## src/rtl/axi_rd_arb_pkg.sv

```systemverilog
// Shared types and helpers for the AXI read-channel round-robin arbiter.
package axi_rd_arb_pkg;

    typedef enum logic [1:0] {
        IDLE,
        ADDR,
        DATA
    } state_t;

    localparam logic [1:0] BURST_INCR = 2'b01;

    // AXI arsize encoding for a bus of dsize bits: log2(bytes per beat).
    function automatic logic [2:0] size_of(input int unsigned dsize);
        return 3'($clog2(dsize / 8));
    endfunction

endpackage

```

## src/rtl/axi_rd_arbiter_rr_pick.sv

```systemverilog
// Combinational round-robin selector: first set request after the last winner.
module rr_pick #(
    parameter int unsigned NUM = 4,
    parameter int unsigned IW  = $clog2(NUM)
) (
    input  logic [NUM-1:0] req,
    input  logic [IW-1:0]  last,
    output logic           found,
    output logic [IW-1:0]  win
);

    always_comb begin
        int unsigned idx;
        found = 1'b0;
        win   = '0;
        idx   = 0;
        for (int unsigned k = 0; k < NUM; k++) begin
            idx = (32'(last) + 32'd1 + k) % NUM;
            if (!found && req[idx[IW-1:0]]) begin
                found = 1'b1;
                win   = idx[IW-1:0];
            end
        end
    end

endmodule

```

## src/rtl/axi_rd_arbiter.sv

```systemverilog
// Round-robin arbiter sharing one AXI4 read channel between NUM requesters.
// Optional per-requester completion counters: define AXI_RD_ARB_STATS_EN.
module axi_rd_arbiter
    import axi_rd_arb_pkg::*;
#(
    parameter int unsigned ASIZE  = 32,
    parameter int unsigned DSIZE  = 64,
    parameter int unsigned LSIZE  = 8,
    parameter int unsigned NUM    = 4,
    parameter int unsigned IDSIZE = 4
) (
    input  logic                  axi_aclk,
    input  logic                  axi_rst,
    input  logic [NUM-1:0]        req_valid,
    output logic [NUM-1:0]        req_ready,
    input  logic [NUM*ASIZE-1:0]  req_addr,
    input  logic [NUM*LSIZE-1:0]  req_len,
    output logic [NUM-1:0]        rsp_valid,
    input  logic [NUM-1:0]        rsp_ready,
    output logic [DSIZE-1:0]      rsp_data,
    output logic                  rsp_last,
    output logic                  rsp_err,
    output logic [IDSIZE-1:0]     m_arid,
    output logic [ASIZE-1:0]      m_araddr,
    output logic [LSIZE-1:0]      m_arlen,
    output logic [2:0]            m_arsize,
    output logic [1:0]            m_arburst,
    output logic                  m_arvalid,
    input  logic                  m_arready,
    input  logic [IDSIZE-1:0]     m_rid,
    input  logic [DSIZE-1:0]      m_rdata,
    input  logic [1:0]            m_rresp,
    input  logic                  m_rlast,
    input  logic                  m_rvalid,
    output logic                  m_rready,
    output logic                  busy
`ifdef AXI_RD_ARB_STATS_EN
    ,
    output logic [NUM*16-1:0]     grant_cnt
`endif
);

    localparam int unsigned IW = $clog2(NUM);

    state_t            state, state_n;
    logic [IW-1:0]     g;
    logic [IW-1:0]     last;
    logic [ASIZE-1:0]  addr_q;
    logic [LSIZE-1:0]  len_q;
    logic              found;
    logic [IW-1:0]     win;
    logic              done;

    rr_pick #(.NUM(NUM), .IW(IW)) u_pick (
        .req   (req_valid),
        .last  (last),
        .found (found),
        .win   (win)
    );

    assign m_arid    = IDSIZE'(g);
    assign m_araddr  = addr_q;
    assign m_arlen   = len_q;
    assign m_arsize  = size_of(DSIZE);
    assign m_arburst = BURST_INCR;
    assign busy      = (state != IDLE);
    assign done      = (state == DATA) && m_rvalid && rsp_ready[g] && m_rlast;

    always_ff @(posedge axi_aclk) begin
        if (axi_rst) begin
            state  <= IDLE;
            g      <= '0;
            last   <= IW'(NUM - 1);
            addr_q <= '0;
            len_q  <= '0;
        end else begin
            state <= state_n;
            if (state == IDLE && found) begin
                g      <= win;
                addr_q <= req_addr[32'(win)*ASIZE +: ASIZE];
                len_q  <= req_len[32'(win)*LSIZE +: LSIZE];
            end
            if (done) begin
                last <= g;
            end
        end
    end

    always_comb begin
        state_n   = state;
        req_ready = '0;
        m_arvalid = 1'b0;
        rsp_valid = '0;
        m_rready  = 1'b0;
        rsp_data  = '0;
        rsp_last  = 1'b0;
        rsp_err   = 1'b0;
        case (state)
            IDLE: begin
                if (found) begin
                    req_ready[win] = 1'b1;
                    state_n        = ADDR;
                end
            end
            ADDR: begin
                m_arvalid = 1'b1;
                if (m_arready) begin
                    state_n = DATA;
                end
            end
            DATA: begin
                rsp_valid[g] = m_rvalid;
                m_rready     = rsp_ready[g];
                rsp_data     = m_rdata;
                rsp_last     = m_rlast;
                // Beats are routed to the grant regardless of rid; a stray rid is flagged.
                rsp_err      = (m_rresp != 2'b00) || (m_rid != IDSIZE'(g));
                if (done) begin
                    state_n = IDLE;
                end
            end
            default: state_n = IDLE;
        endcase
    end

`ifdef AXI_RD_ARB_STATS_EN
    always_ff @(posedge axi_aclk) begin
        if (axi_rst) begin
            grant_cnt <= '0;
        end else if (done) begin
            for (int unsigned i = 0; i < NUM; i++) begin
                if (g == IW'(i) && grant_cnt[i*16 +: 16] != 16'hFFFF) begin
                    grant_cnt[i*16 +: 16] <= grant_cnt[i*16 +: 16] + 16'd1;
                end
            end
        end
    end
`endif

endmodule

```

## config.mk

```make
export PLATFORM = sky130hd
export DESIGN_NAME = axi_rd_arbiter
export DESIGN_NICKNAME = d
export VERILOG_FILES = /design/src/rtl/axi_rd_arb_pkg.sv /design/src/rtl/axi_rd_arbiter_rr_pick.sv /design/src/rtl/axi_rd_arbiter.sv
export SDC_FILE = /design/constraint.sdc
export NUM_CORES = 1
export LEC_CHECK = 0
export CORE_AREA = 3 3 142 144
export DETAILED_ROUTE_END_ITERATION = 6
export DIE_AREA = 0 0 145 147
export RECOVER_POWER = 25
export SLEW_MARGIN = 15
export SYNTH_ARGS = -nofsm -noshare
export SYNTH_HDL_FRONTEND = slang
export SYNTH_HIERARCHICAL = 1
export SYNTH_SLANG_ARGS = --single-unit
```

## constraint.sdc

```tcl
create_clock -name axi_aclk -period 2.25 [get_ports axi_aclk]
set_input_delay 0.5625 -clock axi_aclk [delete_from_list [all_inputs] [get_ports axi_aclk]]
set_output_delay 0.5625 -clock axi_aclk [all_outputs]
set_load 0.01 [all_outputs]
```

==> impl_metrics.csv, run 1 <==
group,metric,value,unit
place,port_buffers,361,
power_and_ir_drop,pwr_density_cell,439,mW/mm2
clock_network,cts_hold_buf,0,
place,place_area,0.00735,mm2
yosys,ys.flop_type,"dfxtp_1",
timing,timing.fmax,0.459,GHz
timing,fin_crit,2.18,ns
routing,wl_per_cell,17.5,um
hold_path,hold_path_depth,2,
timing,final_max_slew_viol_count,0,
clock_network,cts_tree,"done",
routing,wl_met2,9290,um
routing,wl_met3,1380,um
floorplanning,die_area,0.0213,mm2
yosys,yosysSeqAreaShare,0.279,
worst_setup_path,crit_family,"buffers and inverters",
finish,fillerInstances,1932,
yosys,netlist_area,0.00330,mm2
run,cap_violations,0,
clock_network,clkLatencyLatePin,0.29,ns
routing,drt-total-wl,17600,um
yosys,synth_cell_types,32,
floorplanning,coreArea,0.0188,mm2
floorplanning,placementRows,50,
routing,met1_length,6550,um
routing,drt-initial-drc-count,83,
power_and_ir_drop,p_total,0.00339,W
worst_setup_path,critPathMaxStageDelay,0.21,ns
routing,drt_pass1_iterations,4,
timing,hold_viol,0,
power_and_ir_drop,leakagePower,3.33,nW
power_and_ir_drop,ir_drop,0.371,mV
worst_setup_path,startpoint_type,"primary input",
hold_path,min_path_type,"reg -> reg",
clock_network,cts_buffers,5,
worst_setup_path,crit_chain,"buf_8 > and2b_1 > a21oi_2 > o221ai_4 > buf_6 > nor3b_2 > buf_2",
worst_setup_path,reg2reg_to,"m_araddr[9]",
hold_path,holdPathEnd,"m_arlen[1]",
clock_network,cts_root_buffer,"clkbuf_16",
global_routing,grt_util_all_layers,0.158,
worst_setup_path,rrSetupSlack,0.18,ns
yosys,synthArstFlopShare,0,
clock_network,clockBufferDepth,2,
global_routing,antenna_found_initial,1,
floorplanning,initial_core_util,0.175,
worst_setup_path,crit_type,"in -> out",
yosys,synth_edf_count,0,
routing,ant_nets,0,
routing,num_vias,4159,
worst_setup_path,worstPathMaxFanout,5,
timing,fin_crit_sh,0.969,
worst_setup_path,critPathBufInv,3,
floorplanning,die_y,147,um
finish,nets,986,
worst_setup_path,rr_startpoint,"last[1]",
worst_setup_path,cp-end-kind,"primary output",
run_status,status,"finished, final reports clean",
clock_network,cts.sinks,46,
worst_setup_path,required,1.69,ns
worst_setup_path,reg2regPathDepth,9,
timing,setup_violations,0,
place,gp_congestion,0.826,
floorplanning,io_pins,369,
global_routing,grt_max_degree,42,
finish,synthToLayoutAreaGrowth,134,%
global_routing,overflow,0,
clock_network,cts.clk_slew.worst_paths,0.06,ns
worst_setup_path,crit_arrival,1.62,ns
hold_path,hp-start,"m_arlen[1]",
yosys,syn_area_per_cell,9.00,um2
global_routing,grt_pass1_vias,4322,
yosys,ys_seq_elements,46,
yosys,syn_inst,367,
routing,drc_errors,0,
routing,vias_per_cell,4.14,
clock_network,htree_levels,2,
worst_setup_path,slowest_stage,"and2b_1",
finish,final_cell_area,0.00773,mm2
timing,clock_skew,0.00367,ns
place,dp_hpwl,14300,um
routing,dr.max_layer_used,"met4",
finish,drive_gt1_frac,0.176,
yosys,synth_warnings,6,
floorplanning,die_x,145,um
global_routing,grt_pass1_wl,25900,um
==> cell usage in the layout, fill, tap and decap left out, types with 2 or more instances in the layout <==
cell             synthesis  routed
buf_12                   0       4
dlygate4sd3_1            0      35
nand2_2                  0       2
clkbuf_16                0       7
dfxtp_2                  0       2
inv_1                    2       2
nor2_1                   9       7
buf_6                    1       9
a21oi_1                 45      43
a21oi_2                  1       2
clkbuf_2                 0       6
mux2i_1                  3       2
dfxtp_1                 46      43
buf_4                   12      25
buf_8                    0       2
buf_2                    9       7
dlymetal6s2s_1           0       4
and2_1                  65      65
xnor2_1                  2       2
nand2b_1                 5       4
nor2_2                   0       2
nor3_1                   3       2
mux4_2                  41      41
buf_16                   0       3
nand2_1                 86      84
bufinv_16                0       2
dlygate4sd2_1            0      66
conb_1                   2       7
clkdlybuf4s50_1          0     241
==> worst max path at each step <==
stage,depth (start not counted),endpoint,startpoint
global placement,6,req_ready[1],req_valid[3]
floorplan,6,req_ready[1],req_valid[2]
finish,7,req_ready[1],req_valid[2]
detailed placement,6,req_ready[1],req_valid[3]
CTS,4,m_rready,rsp_ready[3]
global route,8,req_ready[0],req_valid[0]
==> metal layers <==
metal,vias up,track usage
met1,1928,0.169
met2,214,0.302
met5,-,0
met4,0,0.0418
met3,13,0.0475
li1,2004,-
==> kinds of logic (layout without fill, tap and decap cells) <==
family | Yosys count | count (layout) | synth area share
simple gates | 181 | 181 | 0.275
xor+xnor | 2 | 2 | 0.00530
mux | 44 | 44 | 0.289
compound gates | 50 | 50 | 0.0829
other cells | 2 | 8 | 0.00227
buf+inv | 42 | 414 | 0.0670
flops | 46 | 46 | 0.279
==> registers in the layout, summed over array words and instances, names as in the netlist <==
name / count
g: 2
state: 2
m_araddr: 32
last: 2
m_arlen: 8
==> where the power goes <==
group / leakage (nW) / internal [W] / switching [W]
registers: 0.380 / 0.000907 / 0.0000489
logic: 2.86 / 0.000895 / 0.000554
clock network: 0.0971 / 0.000667 / 0.000320
==> layout make-up <==
class	count	area, um2	share of cell area
antenna	1	2.50	0.000324
clock buffer	6	139	0.0180
clock inverter	2	60.1	0.00777
inverter	2	7.51	0.000971
multi-input combinational	284	2280	0.295
sequential	46	927	0.120
tap	260	325	0.0421
timing repair buffer	404	3990	0.516
==> worst min-delay path, delay by kind of cell, from the launching register on <==
kind	cells	cell delay [ns]
AO/OA/AOI/OAI	1	0.05
flip-flops	1	0.31
AND/OR/NAND/NOR	1	0.05
==> cell usage after synthesis (3+ instances only) <==
| library cell | n | area share |
|---|---|---|
| clkbuf_1 | 18 | 0.020 |
| and2_1 | 65 | 0.12 |
| nand2_1 | 86 | 0.098 |
| nor3_1 | 3 | 0.0045 |
| mux2i_1 | 3 | 0.0091 |
| mux4_2 | 41 | 0.28 |
| nand2b_1 | 5 | 0.0095 |
| dfxtp_1 | 46 | 0.28 |
| a21oi_1 | 45 | 0.068 |
| buf_2 | 9 | 0.014 |
| buf_4 | 12 | 0.027 |
| nor2_1 | 9 | 0.010 |
==> per-stage QoR <==
| step | cells | utilization | hold slack (ns) | setup TNS, ns | worst slack, ns |
|---|---|---|---|---|---|
| after floorplan | 372 | - | 0.481 | 0 | 0.0203 |
| after global placement | 983 | 0.390 | 0.439 | -31.64 | -0.943 |
| after detailed placement | 983 | 0.390 | 0.444 | -32.60 | -0.955 |
| after CTS | 1002 | 0.407 | 0.453 | -0.136 | -0.0889 |
| after global routing | 1005 | 0.411 | 0.468 | -0.00348 | -0.00348 |
| final | 1005 | 0.411 | 0.449 | 0 | 0.0702 |
==> repair_timing <==
item	in CTS	in global routing
endpoints found under the setup margin	115	37
pin swaps	9	5
buffers inserted	9	1
cloned	2	2
gates resized for setup	145	21
No activity file was read; power rests on OpenSTA's default activity.
==> run 2, diff against run 1 <==
--- a/config.mk
+++ b/config.mk
@@ -8,6 +8,7 @@
 export CORE_AREA = 3 3 142 144
 export DETAILED_ROUTE_END_ITERATION = 6
 export DIE_AREA = 0 0 145 147
+export HOLD_SLACK_MARGIN = 0.06
 export RECOVER_POWER = 25
 export SLEW_MARGIN = 15
 export SYNTH_ARGS = -nofsm -noshare
==> results of run 2 <==
No change in the layout: final DEF, timing and power equal those of run 1.
==> run 3, diff against run 2 <==
--- a/config.mk
+++ b/config.mk
@@ -5,9 +5,9 @@
 export SDC_FILE = /design/constraint.sdc
 export NUM_CORES = 1
 export LEC_CHECK = 0
-export CORE_AREA = 3 3 142 144
+export CORE_AREA = 3 3 143 145
 export DETAILED_ROUTE_END_ITERATION = 6
-export DIE_AREA = 0 0 145 147
+export DIE_AREA = 0 0 146 148
 export HOLD_SLACK_MARGIN = 0.06
 export RECOVER_POWER = 25
 export SLEW_MARGIN = 15
==> constraint.sdc (replaced) <==
create_clock -name axi_aclk -period 2 [get_ports axi_aclk]
set_input_delay 0.5 -clock axi_aclk [delete_from_list [all_inputs] [get_ports axi_aclk]]
set_output_delay 0.5 -clock axi_aclk [all_outputs]
set_load 0.01 [all_outputs]
==> run 3 against run 2 <==
  * The flow now finishes with violations (negative setup slack)
  * Utilization is 1.7 points higher
  * Setup slack got worse by 0.33 ns
  * Global-route usage is 0.075 points lower
  * Clock power down 13%
  * Sequential power up 13%
  * Critical path type unchanged
==> impl_metrics.csv, run 3 (synthesized netlist as in run 1, its figures left out) <==
group,metric,value,unit
power_and_ir_drop,ir_drop,0.324,mV
worst_setup_path,cp-end-kind,"primary output",
finish,nets,1006,
worst_setup_path,slowest_stage,"and2b_2",
clock_network,cts_root_buffer,"clkbuf_16",
finish,synthToLayoutAreaGrowth,150,%
timing,whs,0.450,ns
routing,drt-initial-drc-count,89,
global_routing,grt_pass1_wl,26200,um
global_routing,overflow,0,
floorplanning,die_x,146,um
routing,drt-total-wl,18200,um
place,dp_hpwl,14200,um
routing,vias_per_cell,4.14,
routing,num_vias,4260,
hold_path,hold_path_depth,2,
timing,rsz0062_at_grt,"true",
finish,fillerInstances,1902,
place,gp_congestion,0.802,
timing,setup_violations,50,
routing,drt_pass1_iterations,4,
worst_setup_path,crit_type,"in -> out",
run,cap_violations,0,
timing,fin_crit,2.26,ns
routing,ant_nets,0,
place,place_ws,-1.04,ns
finish,drive_gt1_frac,0.397,
finish,final_common_cell,"clkdlybuf4s50_1",
timing,fin_crit_sh,1.13,
floorplanning,die_area,0.0216,mm2
timing,timing.fmax,0.442,GHz
run_status,status,"finished, violations left",
global_routing,grt_pass1_vias,4432,
clock_network,htree_levels,2,
place,port_buffers,361,
routing,drc_errors,0,
clock_network,cts_buffers,5,
floorplanning,placementRows,51,
clock_network,clkLatencyLatePin,0.29,ns
clock_network,cts_tree,"done",
clock_network,cts.clk_slew.worst_paths,0.07,ns
timing,setup_tns,-4.00,ns
floorplanning,initial_core_util,0.171,
floorplanning,coreArea,0.0193,mm2
worst_setup_path,required,1.50,ns
global_routing,grt_max_degree,50,
finish,final_cell_area,0.00827,mm2
run_status,violations,"negative setup slack",
worst_setup_path,startpoint_type,"primary input",
hold_path,min_path_type,"reg -> reg",
place,place_area,0.00740,mm2
floorplanning,io_pins,369,
clock_network,cts_hold_buf,0,
finish,diodes,0,
clock_network,clockBufferDepth,2,
worst_setup_path,crit_chain,"buf_8 > buf_6 > and2b_2 > a21oi_4 > o221ai_4 > buf_6 > buf_6 > and3_4 > buf_6",
routing,wl_per_cell,17.7,um
power_and_ir_drop,leakagePower,3.32,nW
worst_setup_path,crit_arrival,1.76,ns
power_and_ir_drop,pwr_density_cell,463,mW/mm2
timing,clock_skew,0.00495,ns
timing,final_max_slew_viol_count,0,
timing,layout_setup_ws,-0.263,ns
worst_setup_path,reg2regPathDepth,9,
clock_network,cts.sinks,46,
worst_setup_path,critPathMaxStageDelay,0.20,ns
worst_setup_path,worst_path_most_repeated_cell,"buf_6",
finish,final_cell_mix,"clkdlybuf4s50_1, nand2_1, buf_6",
global_routing,grt_util_all_layers,0.157,
timing,hold_viol,0,
floorplanning,die_y,148,um
global_routing,antenna_found_initial,1,
finish,largest_reg_flops,32,
worst_setup_path,worstPathMaxFanout,3,
## run 3: per-layer routing
layer	GRT usage	part of all wire	vias to the layer above
met1	0.167	0.36	1984
met5	0	0.00038	-
met2	0.304	0.54	215
met3	0.0524	0.083	15
li1	-	-	2044
met4	0.0287	0.016	2
## run 3: final timing paths
check	from	endpoint	slack [ns]
setup / recovery	req_valid[3]	req_ready[3]	-0.26
setup reg to reg	last[1]	m_araddr[0]	-0.11
hold reg to reg	m_araddr[4]	m_araddr[4]	0.45
hold / removal	m_araddr[4]	m_araddr[4]	0.45
## run 3: layout make-up
class                           instances  area (um2)  share of cell area
Clock buffer                            6         139              0.0168
Sequential cell                        46         933               0.113
Timing Repair Buffer                  423        4280               0.518
Multi-Input combinational cell        285        2570               0.310
Clock inverter                          2        12.5             0.00151
Tap cell                              265         332              0.0401
Inverter                                2        7.51            0.000907
## run 3: critical path, delay by kind of cell
kind	cells	cell delay [ns]
simple gates	2	0.34
buf+inv	5	0.60
compound gates	2	0.31
## run 3: per-stage QoR
| stage | cells | utilization | power (W) |
|---|---|---|---|
| floorplan | 372 | - | 0.00174 |
| global placement | 990 | 0.383 | 0.00275 |
| detailed placement | 990 | 0.383 | 0.00275 |
| CTS | 1026 | 0.409 | 0.00378 |
| global route | 1029 | 0.428 | 0.00405 |
| finish | 1029 | 0.428 | 0.00383 |
## run 3: power by group
group	switching (W)	internal [W]
logic	0.000724	0.00117
clock network	0.000366	0.000496
registers	0.0000586	0.00102
## run 3: repair_timing
item | CTS | global route
setup endpoints to repair | 119 | 99
resized for setup | 421 | 114
setup buffers | 25 | 3
pin swaps | 17 | 50
cloned | 5 | 3
